### config.mk
export PLATFORM = sky130hd
export DESIGN_NAME = hsc_uart_rx
export DESIGN_NICKNAME = d
export VERILOG_FILES = /design/src/rtl/hsc_uart_pkg.sv /design/src/rtl/hsc_sync2.sv /design/src/rtl/hsc_uart_rx.sv
export SDC_FILE = /design/constraint.sdc
export NUM_CORES = 1
export LEC_CHECK = 0
export ABC_AREA = 1
export BUFFER_PORTS_ARGS = -buffer_cell sky130_fd_sc_hd__buf_2
export CORE_AREA = 4 4 75 77
export DETAILED_ROUTE_END_ITERATION = 6
export DIE_AREA = 0 0 79 81
export PLACE_DENSITY = 0.6
export SYNTH_ARGS = -nofsm -noshare
export SYNTH_HDL_FRONTEND = slang
export SYNTH_SLANG_ARGS = --single-unit
### constraint.sdc
create_clock -name clk -period 1.7 [get_ports clk]
set_clock_uncertainty 0.15 [all_clocks]
set_input_delay 0.425 -clock clk [delete_from_list [all_inputs] [get_ports clk]]
set_output_delay 0.425 -clock clk [all_outputs]
set_load 0.05 [all_outputs]
### src/rtl/hsc_uart_pkg.sv
// Shared types and helpers for the HSC UART receive path.
package hsc_uart_pkg;

  localparam int DATA_BITS = 8;

  typedef enum logic [2:0] {
    IDLE,
    START,
    DATA,
    STOP,
    BREAK
  } uart_state_t;

  function automatic int clks_per_bit(input int clk_hz, input int baud);
    return clk_hz / baud;
  endfunction

endpackage

### src/rtl/hsc_sync2.sv
// Generic two-flop synchroniser for asynchronous single-bit inputs.
module hsc_sync2 #(
  parameter logic INIT = 1'b1
) (
  input  logic clk,
  input  logic reset,
  input  logic d,
  output logic q
);

  logic meta;

  always_ff @(posedge clk or posedge reset) begin
    if (reset) begin
      meta <= INIT;
      q    <= INIT;
    end else begin
      meta <= d;
      q    <= meta;
    end
  end

endmodule

### src/rtl/hsc_uart_rx.sv
// 8N1 UART receiver with mid-bit sampling and a single-entry valid/ready holding register.
//
//   state | meaning
//   IDLE  | line idle, waiting for a 1->0 edge on rx_s
//   START | half a bit in, confirm the start bit is still low
//   DATA  | sample 8 data bits at bit centres, LSB first
//   STOP  | sample the stop bit, deliver or flag a framing error
//   BREAK | line held low after a bad stop bit, wait for it to go high
module hsc_uart_rx
  import hsc_uart_pkg::*;
#(
  parameter int CLK_HZ = 12_000_000,
  parameter int BAUD   = 115200
) (
  input  logic                 clk,
  input  logic                 reset,
  input  logic                 rx,
  output logic [DATA_BITS-1:0] data_o,
  output logic                 valid_o,
  input  logic                 ready_i,
  output logic                 frame_err_o,
  output logic                 overrun_o,
  input  logic                 ovr_clr_i,
  output logic                 busy_o
);

  localparam int CLKS_PER_BIT = clks_per_bit(CLK_HZ, BAUD);
  localparam int HALF_BIT     = CLKS_PER_BIT / 2;
  localparam int CNT_W        = $clog2(CLKS_PER_BIT);
  localparam int IDX_W        = $clog2(DATA_BITS);

  localparam logic [CNT_W-1:0] CNT_BIT_END  = CNT_W'(CLKS_PER_BIT - 1);
  localparam logic [CNT_W-1:0] CNT_HALF_END = CNT_W'(HALF_BIT - 1);
  localparam logic [IDX_W-1:0] IDX_LAST     = IDX_W'(DATA_BITS - 1);

  uart_state_t          state;
  logic [CNT_W-1:0]     cnt;
  logic [IDX_W-1:0]     bit_idx;
  logic [DATA_BITS-1:0] shreg;
  logic                 rx_s;
  logic                 rx_q;

  // Preset high so reset release on an idle line never looks like a start edge.
  hsc_sync2 #(.INIT(1'b1)) u_sync_rx (
    .clk   (clk),
    .reset (reset),
    .d     (rx),
    .q     (rx_s)
  );

  always_ff @(posedge clk or posedge reset) begin
    if (reset) begin
      state       <= IDLE;
      cnt         <= '0;
      bit_idx     <= '0;
      shreg       <= '0;
      rx_q        <= 1'b1;
      data_o      <= '0;
      valid_o     <= 1'b0;
      frame_err_o <= 1'b0;
      overrun_o   <= 1'b0;
      busy_o      <= 1'b0;
    end else begin
      rx_q        <= rx_s;
      frame_err_o <= 1'b0;
      cnt         <= cnt + 1'b1;

      // Consumption and overrun clear come first so a same-cycle delivery or overrun overrides them.
      if (valid_o && ready_i) valid_o <= 1'b0;
      if (ovr_clr_i) overrun_o <= 1'b0;

      case (state)
        IDLE: begin
          cnt <= '0;
          if (rx_q && !rx_s) begin
            state  <= START;
            busy_o <= 1'b1;
          end
        end

        START: begin
          if (cnt == CNT_HALF_END) begin
            cnt <= '0;
            if (!rx_s) begin
              state   <= DATA;
              bit_idx <= '0;
            end else begin
              state  <= IDLE;
              busy_o <= 1'b0;
            end
          end
        end

        DATA: begin
          if (cnt == CNT_BIT_END) begin
            cnt     <= '0;
            shreg   <= {rx_s, shreg[DATA_BITS-1:1]};
            bit_idx <= bit_idx + 1'b1;
            if (bit_idx == IDX_LAST) state <= STOP;
          end
        end

        STOP: begin
          if (cnt == CNT_BIT_END) begin
            cnt <= '0;
            if (rx_s) begin
              state  <= IDLE;
              busy_o <= 1'b0;
              if (!valid_o || ready_i) begin
                data_o  <= shreg;
                valid_o <= 1'b1;
              end else begin
                overrun_o <= 1'b1;
              end
            end else begin
              frame_err_o <= 1'b1;
              state       <= BREAK;
            end
          end
        end

        BREAK: begin
          cnt <= '0;
          if (rx_s) begin
            state  <= IDLE;
            busy_o <= 1'b0;
          end
        end

        default: begin
          state  <= IDLE;
          busy_o <= 1'b0;
        end
      endcase
    end
  end

endmodule

# [After elaboration in Yosys (flattened, before gate mapping)]
# Cells that the tools add are included.
[totals] ff_bits=36 output_inout_bits=12
[op_classes] addsub=2 bitwise_logic=1 reduce_logical=14 n_mux=34 eq_ne=14
[op_table] operator="two-way mux 3 bit" n=10
[op_table] operator="one-hot mux 7 bit (3 select lines)" n=1
[op_table] operator="two-way mux 1 bit" n=17
[op_table] operator="one-hot mux 3 bit (5 select lines)" n=1
[op_table] operator="two-way mux 7 bit" n=2
[op_table] operator="inequality test 2 bit, second input constant" n=6
[op_table] operator="AND reduction 4 bit" n=3
[op_table] operator="adder 7 x 1 -> 7 bit, second input constant" n=1
[op_table] operator="equality test 7 x 6 -> 1 bit, second input constant" n=1
[op_table] operator="equality test 7 bit, second input constant" n=1
[op_table] operator="equality test 3 x 2 -> 1 bit, second input constant" n=2
[op_table] operator="equality test 3 bit, second input constant" n=2
[op_table] operator="one-hot mux 3 bit (2 select lines)" n=1
[op_table] operator="AND reduction 6 bit" n=1
[op_table] operator="one-hot mux 1 bit (5 select lines)" n=1
[op_table] operator="OR reduction 2 bit" n=2
[op_table] operator="adder 3 x 1 -> 3 bit, second input constant" n=1
[op_table] operator="equality test 3 x 1 -> 1 bit, second input constant" n=1
[op_table] operator="zero test 3 bit" n=1
[op_table] operator="logical AND 1 bit" n=2
[op_table] operator="zero test 1 bit" n=2
[op_table] operator="two-way mux 2 bit" n=1
[op_table] operator="inequality test 2 x 1 -> 1 bit, second input constant" n=1
[op_table] operator="AND reduction 2 bit" n=1
[op_table] operator="other kinds (3)" n=3

# [Depth between registers and ports, before layout]
# Gate-level depths: netlist (run 1).
[depth] ltp_word=6 ltp_mapped=10 ltp_nobuf=10

# [By module]
# Synthesis (run 1) repeated with hierarchy kept, for this count alone.
[unflattened] hier_cells=191 area_unflattened_um2=1711.6
[modules_own_cells] module="hsc_uart_rx" cells_each=188 seq_area_each_um2=852.1 area_each_um2=1655.3 n_inst=1
[modules_own_cells] module="hsc_sync2" cells_each=3 seq_area_each_um2=52.6 area_each_um2=56.3 n_inst=1

# [Least setup slack after synthesis (run 1)]
# OpenSTA, ideal clock, no wires.
[synth_timing] kind="reg-to-reg" from="register valid_o" to="register data_o[7]" synth_period_minus_slack_ns=1.651 path_slack_ns=0.049 arrival_time_ns=1.424 stages_incl_launch_ff=7 path_buffers=0 setup_time_ns=0.077 path_cell_list="dfrtp_1 -> inv_1 -> nor2_1 -> inv_1 -> nand4_4 -> nand2_1 -> o21ai_1"
[synth_via] elab_chain_len=3
[synth_lines] element="from (decl)" line="hsc_uart_rx.sv:19" text="output logic valid_o,"
[synth_lines] element="from (signal assigned)" line="hsc_uart_rx.sv:59" text="valid_o <= 1'b0;"
[synth_lines] element="from (signal assigned)" line="hsc_uart_rx.sv:69" text="if (valid_o && ready_i) valid_o <= 1'b0;"
[synth_lines] element="from (signal assigned)" line="hsc_uart_rx.sv:111" text="valid_o <= 1'b1;"
[synth_lines] element="zero test 1 bit" line="hsc_uart_rx.sv:109" text="if (!valid_o || ready_i) begin"
[synth_lines] element="logical OR 1 bit" line="hsc_uart_rx.sv:109"
[synth_lines] element="AND reduction 4 bit (no source line)"
[synth_lines] element="to (signal assigned)" line="hsc_uart_rx.sv:110" text="data_o <= shreg;"
[synth_lines] element="to (decl)" line="hsc_uart_rx.sv:18" text="output logic [DATA_BITS-1:0] data_o,"
# No other way between the ends.
# A chain may end at the register's enable or synchronous reset.

# [Worst setup path in the final report (run 1)]
[layout_timing] from="register cnt[1]" to="register cnt[6]"
[layout_via] elab_chain_len=3
[layout_lines] element="from (decl)" line="hsc_uart_rx.sv:37" text="logic [CNT_W-1:0] cnt;"
[layout_lines] element="from (signal assigned)" line="hsc_uart_rx.sv:66" text="cnt <= cnt + 1'b1;"
[layout_lines] element="adder 7 x 1 -> 7 bit, or another cell as far along" line="hsc_uart_rx.sv:66"
[layout_lines] element="two-way mux 7 bit, on equally long branches" line="hsc_uart_rx.sv:95, hsc_uart_rx.sv:104, hsc_uart_rx.sv:82"
[layout_lines] element="one-hot mux 7 bit (3 select lines) (*)" line="hsc_uart_rx.sv:72" text="case (state)"
# Mark *: on every way between the ends. The rest lies on a longest branch, timed or not.

==> results.cfg, run 1 <==
[timing]
slew_headroom = 0.802
max_freq_ghz = 0.636
setup_violations = 0
period_share = 0.925
setup_ws_ps = 127
fin_setup_tns_ps = 0
slew_viol_final = 0
hold_violations = 0
finalCriticalPeriod_ps = 1570
worstMarginPinSlew_ps = 296
rsz0062_at_grt = no

[routing]
wirelength_mm = 2.84
top_layer = met4
wl_met3_um = 112
drc = 0
dr.first_iter.drc_count = 91
met2RoutedLength_mm = 1.26
ant_nets = 0
via_per_inst = 4.18
post_drt_wl_per_cell_um = 9.77
vias = 1216
routedLengthMet1_mm = 1.40
dr.pass1.iters = 4

[die]
fp.dieH_um = 81
pin_count = 17
dieArea_mm2 = 0.00640
core-area_mm2 = 0.00501
placementRows = 26
die_w_um = 79
start_util = 0.334

[clock_tree]
cts_tree = built
clock_sinks = 36
cts_buffers = 5
h-tree-depth = 2
ctsLongestPathBuffers = 2
insertion_delay_ps = 290
clkTransAtPathRegs_ps = 70
cts_root_buf = clkbuf_8

[job]
cap_violations = 0

[grt]
grt.total_usage = 0.100
grt_pass1_vias = 1152
antenna_found_initial = 0
grt_pass1_wl_mm = 5.02
grt_max_degree = 37
grt-ovfl-total = 0

[pwr]
p_leak_nw = 1.07
pwr_density_cell_mw_per_mm2 = 1130
irDropWorstVdd_v = 0.000305

[yosys]
seq_area_frac_synth = 0.541
yosysMostFrequentCell = nand2_1
synthAdderAreaFrac = 0.0224
synth_largest_area_cell = dfrtp_1
yosys-top-cells-area = dfrtp_1 49%, nand2_1 16%, dfstp_2 4.7%
synth_compound_area_frac = 0.0516
synth-edff-count = 0
syn-num-nets = 200
synth_top_area_share = 0.494
ys_async_sr_fraction = 1.00
synth_top_family_by_area = simple AND/OR/NAND/NOR gates
syn_area_mm2 = 0.00167
netlist_instances = 192
ys_types = 29
yosys_warnings = 0
synth.avg_cell_area_um2 = 8.71
synth.ff_latch_count = 36
ys.flop_type = dfrtp_1
synth_xor_area_frac = 0.0157
synth_mux_area_frac = 0
synth-simple-area-share = 0.312
netlist_top_cells_count = 73 x nand2_1, 33 x dfrtp_1, 19 x nor2_1

[place]
place_area_mm2 = 0.00188
port_buffers = 16
dpl.hpwl_mm = 2.03
gp_congestion = 0.783
dp_cells = 282
post-place-ws_ps = 52.3

[worst_setup_path]
regToRegStartpoint = cnt[1]
startpoint = cnt[1]
critPathKind = reg -> reg
critPathLaunchType = flip-flop
critical_path_peak_fanout = 7
end_kind = flip-flop
crit_required_ps = 1730
arrival_ps = 1600

[cells_and_area]
fin_cells = 291
fin_util = 0.401
finish.net_count = 228
areaGrowthSynthToFinish_pct = 20.2
antenna_cells = 0
drive_gt1_frac = 0.213
fillers = 522
final_area_mm2 = 0.00201

[hold_path]
hp-class = in -> async

[run_status]
status = completed
sequential cells by signal, summed over array words and instances (netlist names), 3 cells and up:
register and flops:
data_o 8, shreg 8, cnt 7, bit_idx 3
state 3
cell families after synthesis:
family,after synthesis
AOI/OAI and AO/OA,15
xor gates and xnor gates,3
adders and majority gates,3
buffers and inverters,22
DFF,36
and+or+nand+nor,113
placed cells by master (no fill, tap or decap), types with 2 or more instances in the layout:
master and instances:
nor2_4 2, buf_2 16, dfrtp_1 33, nand2_1 73, nand3_1 10, dfstp_2 3
ha_1 2, nand3b_1 2, o21ai_1 3, clkbuf_8 5, xor2_1 2, buf_4 6
o21ai_0 6, nor2_1 19, inv_1 18
area by class of cell:
type / instances / area, um^2 / share of cell area
Multi-Input combinational cell: 134 / 688 / 0.342
Clock buffer: 6 / 72.6 / 0.0361
Timing Repair Buffer: 23 / 145 / 0.0722
Tap cell: 70 / 87.6 / 0.0436
Sequential cell: 36 / 905 / 0.450
Clock inverter: 2 / 35.0 / 0.0174
Inverter: 20 / 77.6 / 0.0386
worst paths after layout:
check                            endpoint  cells after the start  slack (ps)
setup / recovery                   cnt[6]                     10         130
hold / removal                  data_o[0]                      3          10
setup reg to reg                   cnt[6]                     10         130
hold reg to reg               u_sync_rx.q                      0         210
max in group asynchronous     u_sync_rx.q                      3        1120
min in group clk           u_sync_rx.meta                      1         100
through the flow:
stage               hold WS, ps  power [W]
floorplan                   195    0.00139
global placement            197    0.00150
detailed placement          197    0.00150
CTS                        20.0    0.00225
global route               32.6    0.00243
finish                     14.1    0.00227
layer usage:
metal | GRT usage | vias to the layer above
met1 | 0.127 | 535
li1 | - | 654
met3 | 0.0344 | 6
met5 | 0 | -
met2 | 0.155 | 21
met4 | 0.0464 | 0
where the power goes:
part	switching, W	internal, W	total, W	leakage, nW
Sequential	0.0000737	0.000924	0.000998	0.486
Clock	0.000296	0.000435	0.000731	0.0552
Combinational	0.000354	0.000184	0.000538	0.528
Total	0.000724	0.00154	0.00227	1.07
critical path: stages (launching register included):
cell     delay, ps
dfrtp_1        410
ha_4           170
nand2_2         70
nor2_4         130
nand2_4        100
nand2_1         80
nand2_1         80
inv_1          100
nand2_1         80
nand2_1         60
inv_1           30
repair_timing:
item	in CTS	in global routing
setup endpoints to repair	0	26
resized for setup	0	4
hold buffers	0	0
setup buffers	0	1
Note: power is estimated with default switching activity, not from simulation.
==> run 2: changes to the inputs <==
- CORE_AREA: 4 4 75 77 -> 2 2 73 75
- DIE_AREA: 0 0 79 81 -> 0 0 75 77
==> run 2 against run 1 <==
Global-route usage increased by 1.3 points; wire length fell by 0.67%; die area down 9.8%; setup slack lost 0.63 ps; count of clock-buffer cells in the layout shrank 1; first-iteration DRC count increased by 6.6%; final area increased by 0.19%; register-to-register slack hardly changed; critical path type unchanged; critical endpoint is now data_o[6].
==> results.cfg, run 2 (synthesis gave the netlist of run 1 again) <==
[worst_setup_path]
critPathKind = reg -> reg
crit_required_ps = 1780
cp_top_family = simple AND/OR/NAND/NOR gates
end_kind = flip-flop
critPathBufInv = 1
critPathLaunchType = flip-flop
cp_slowest_cell = dfrtp_1
slowest_delay_ps = 420
cp_common_cell = nand2_1
critical_path_peak_fanout = 7
worstPathCellList = ha_4 > nand2_2 > nor2_4 > nand2_4 > inv_4 > nand3_4 > nor2_8 > nand2_1 > nand2_1
arrival_ps = 1650

[cells_and_area]
final_area_mm2 = 0.00201
multiInputGateArea_um2 = 688
antenna_cells = 0
mostFrequentLayoutCell = nand2_1
layout_common_cells = 73 x nand2_1, 33 x dfrtp_1, 19 x nor2_1
drive_gt1_frac = 0.217
finish.net_count = 228
fillers = 509
reg_top3 = data_o x8, shreg x8, cnt x7
fin_cells = 291
areaGrowthSynthToFinish_pct = 20.4
ff_latch_area_um2 = 905

[die]
die_w_um = 75
start_util = 0.336
pin_count = 17
dieArea_mm2 = 0.00578
core-area_mm2 = 0.00498
placementRows = 26
fp.dieH_um = 77

[routing]
drc = 0
vias = 1221
ant_nets = 0
post_drt_wl_per_cell_um = 9.71
wirelength_mm = 2.83
dr.first_iter.drc_count = 97
dr.pass1.iters = 4
via_per_inst = 4.20

[clock_tree]
insertion_delay_ps = 280
h-tree-depth = 2
cts_buffers = 5
cts_root_buf = clkbuf_8
clock_sinks = 36
postCtsHoldBufs = 0
ctsLongestPathBuffers = 2
clkTransAtPathRegs_ps = 80
cts_tree = built

[job]
cap_violations = 0

[grt]
grt.total_usage = 0.114
grt_pass1_wl_mm = 5.09
grt-ovfl-total = 0
grt_pass1_vias = 1182
grt_max_degree = 37
antenna_found_initial = 0

[timing]
slew_viol_final = 0
setup_violations = 0
period_share = 0.926
max_freq_ghz = 0.635
worstMarginPinSlew_ps = 291
hold_slack_ps = 24.1
hold_violations = 0
slew_headroom = 0.805
setup_ws_ps = 126
finalCriticalPeriod_ps = 1570

[place]
gp_congestion = 0.780
place_area_mm2 = 0.00188
dp_cells = 282
port_buffers = 16
dpl.hpwl_mm = 1.99
post-place-ws_ps = 65.9

[hold_path]
hp-class = in -> async

[run_status]
status = completed

[pwr]
pwr_density_cell_mw_per_mm2 = 1130
p_leak_nw = 1.07
irDropWorstVdd_v = 0.000439
p_total_w = 0.00228
-- run 2: cell type report --
class                   count  share of cell area
flip-flops and latches     36               0.449
multi-input cells         134               0.342
repair buffers             23              0.0720
well taps                  70              0.0435
inverters                  20              0.0385
clock buffers               5              0.0342
clock inverters             3              0.0211
-- run 2: worst reg2reg max path: cells and delay by family, from the launching register on --
family / cells / cell delay [ps]
and+or+nand+nor: 7 / 690
DFF: 1 / 420
adders and majority gates: 1 / 180
buffers and inverters: 1 / 100
-- run 2: where the power goes --
group / internal [W] / switching [W] / leakage (nW)
logic: 0.000185 / 0.000347 / 0.528
clock network: 0.000434 / 0.000304 / 0.0541
registers: 0.000924 / 0.0000816 / 0.486
-- run 2: what timing repair did --
action / in CTS / in global routing
resized for setup: 0 / 3
setup endpoints to repair: 0 / 17
buffers inserted: 0 / 1
-- run 2: worst paths after layout --
| kind | start | endpoint | slack (ps) | cells past startpoint |
|---|---|---|---|---|
| max reg2reg | cnt[1] | data_o[6] | 130 | 9 |
| min in group clk | rx | u_sync_rx.meta | 90 | 1 |
| max in group asynchronous | reset | u_sync_rx.q | 1130 | 3 |
| min reg2reg | u_sync_rx.meta | u_sync_rx.q | 210 | 0 |
| max | cnt[1] | data_o[6] | 130 | 9 |
| min | reset | data_o[4] | 20 | 3 |
-- run 2: through the flow --
step / TNS [ps] / utilization
floorplan: 0 / -
global placement: 0 / 0.378
detailed placement: 0 / 0.378
CTS: 0 / 0.400
global route: -8.64 / 0.405
finish: 0 / 0.405
-- run 2: per-layer routing --
metal	routed length, um	share of wire	global-route usage	vias to the layer above
li1	-	-	-	650
met1	1440	0.51	0.153	546
met2	1210	0.43	0.166	19
met3	94	0.033	0.0329	6
met4	74	0.026	0.0536	0
met5	0	0	0	-
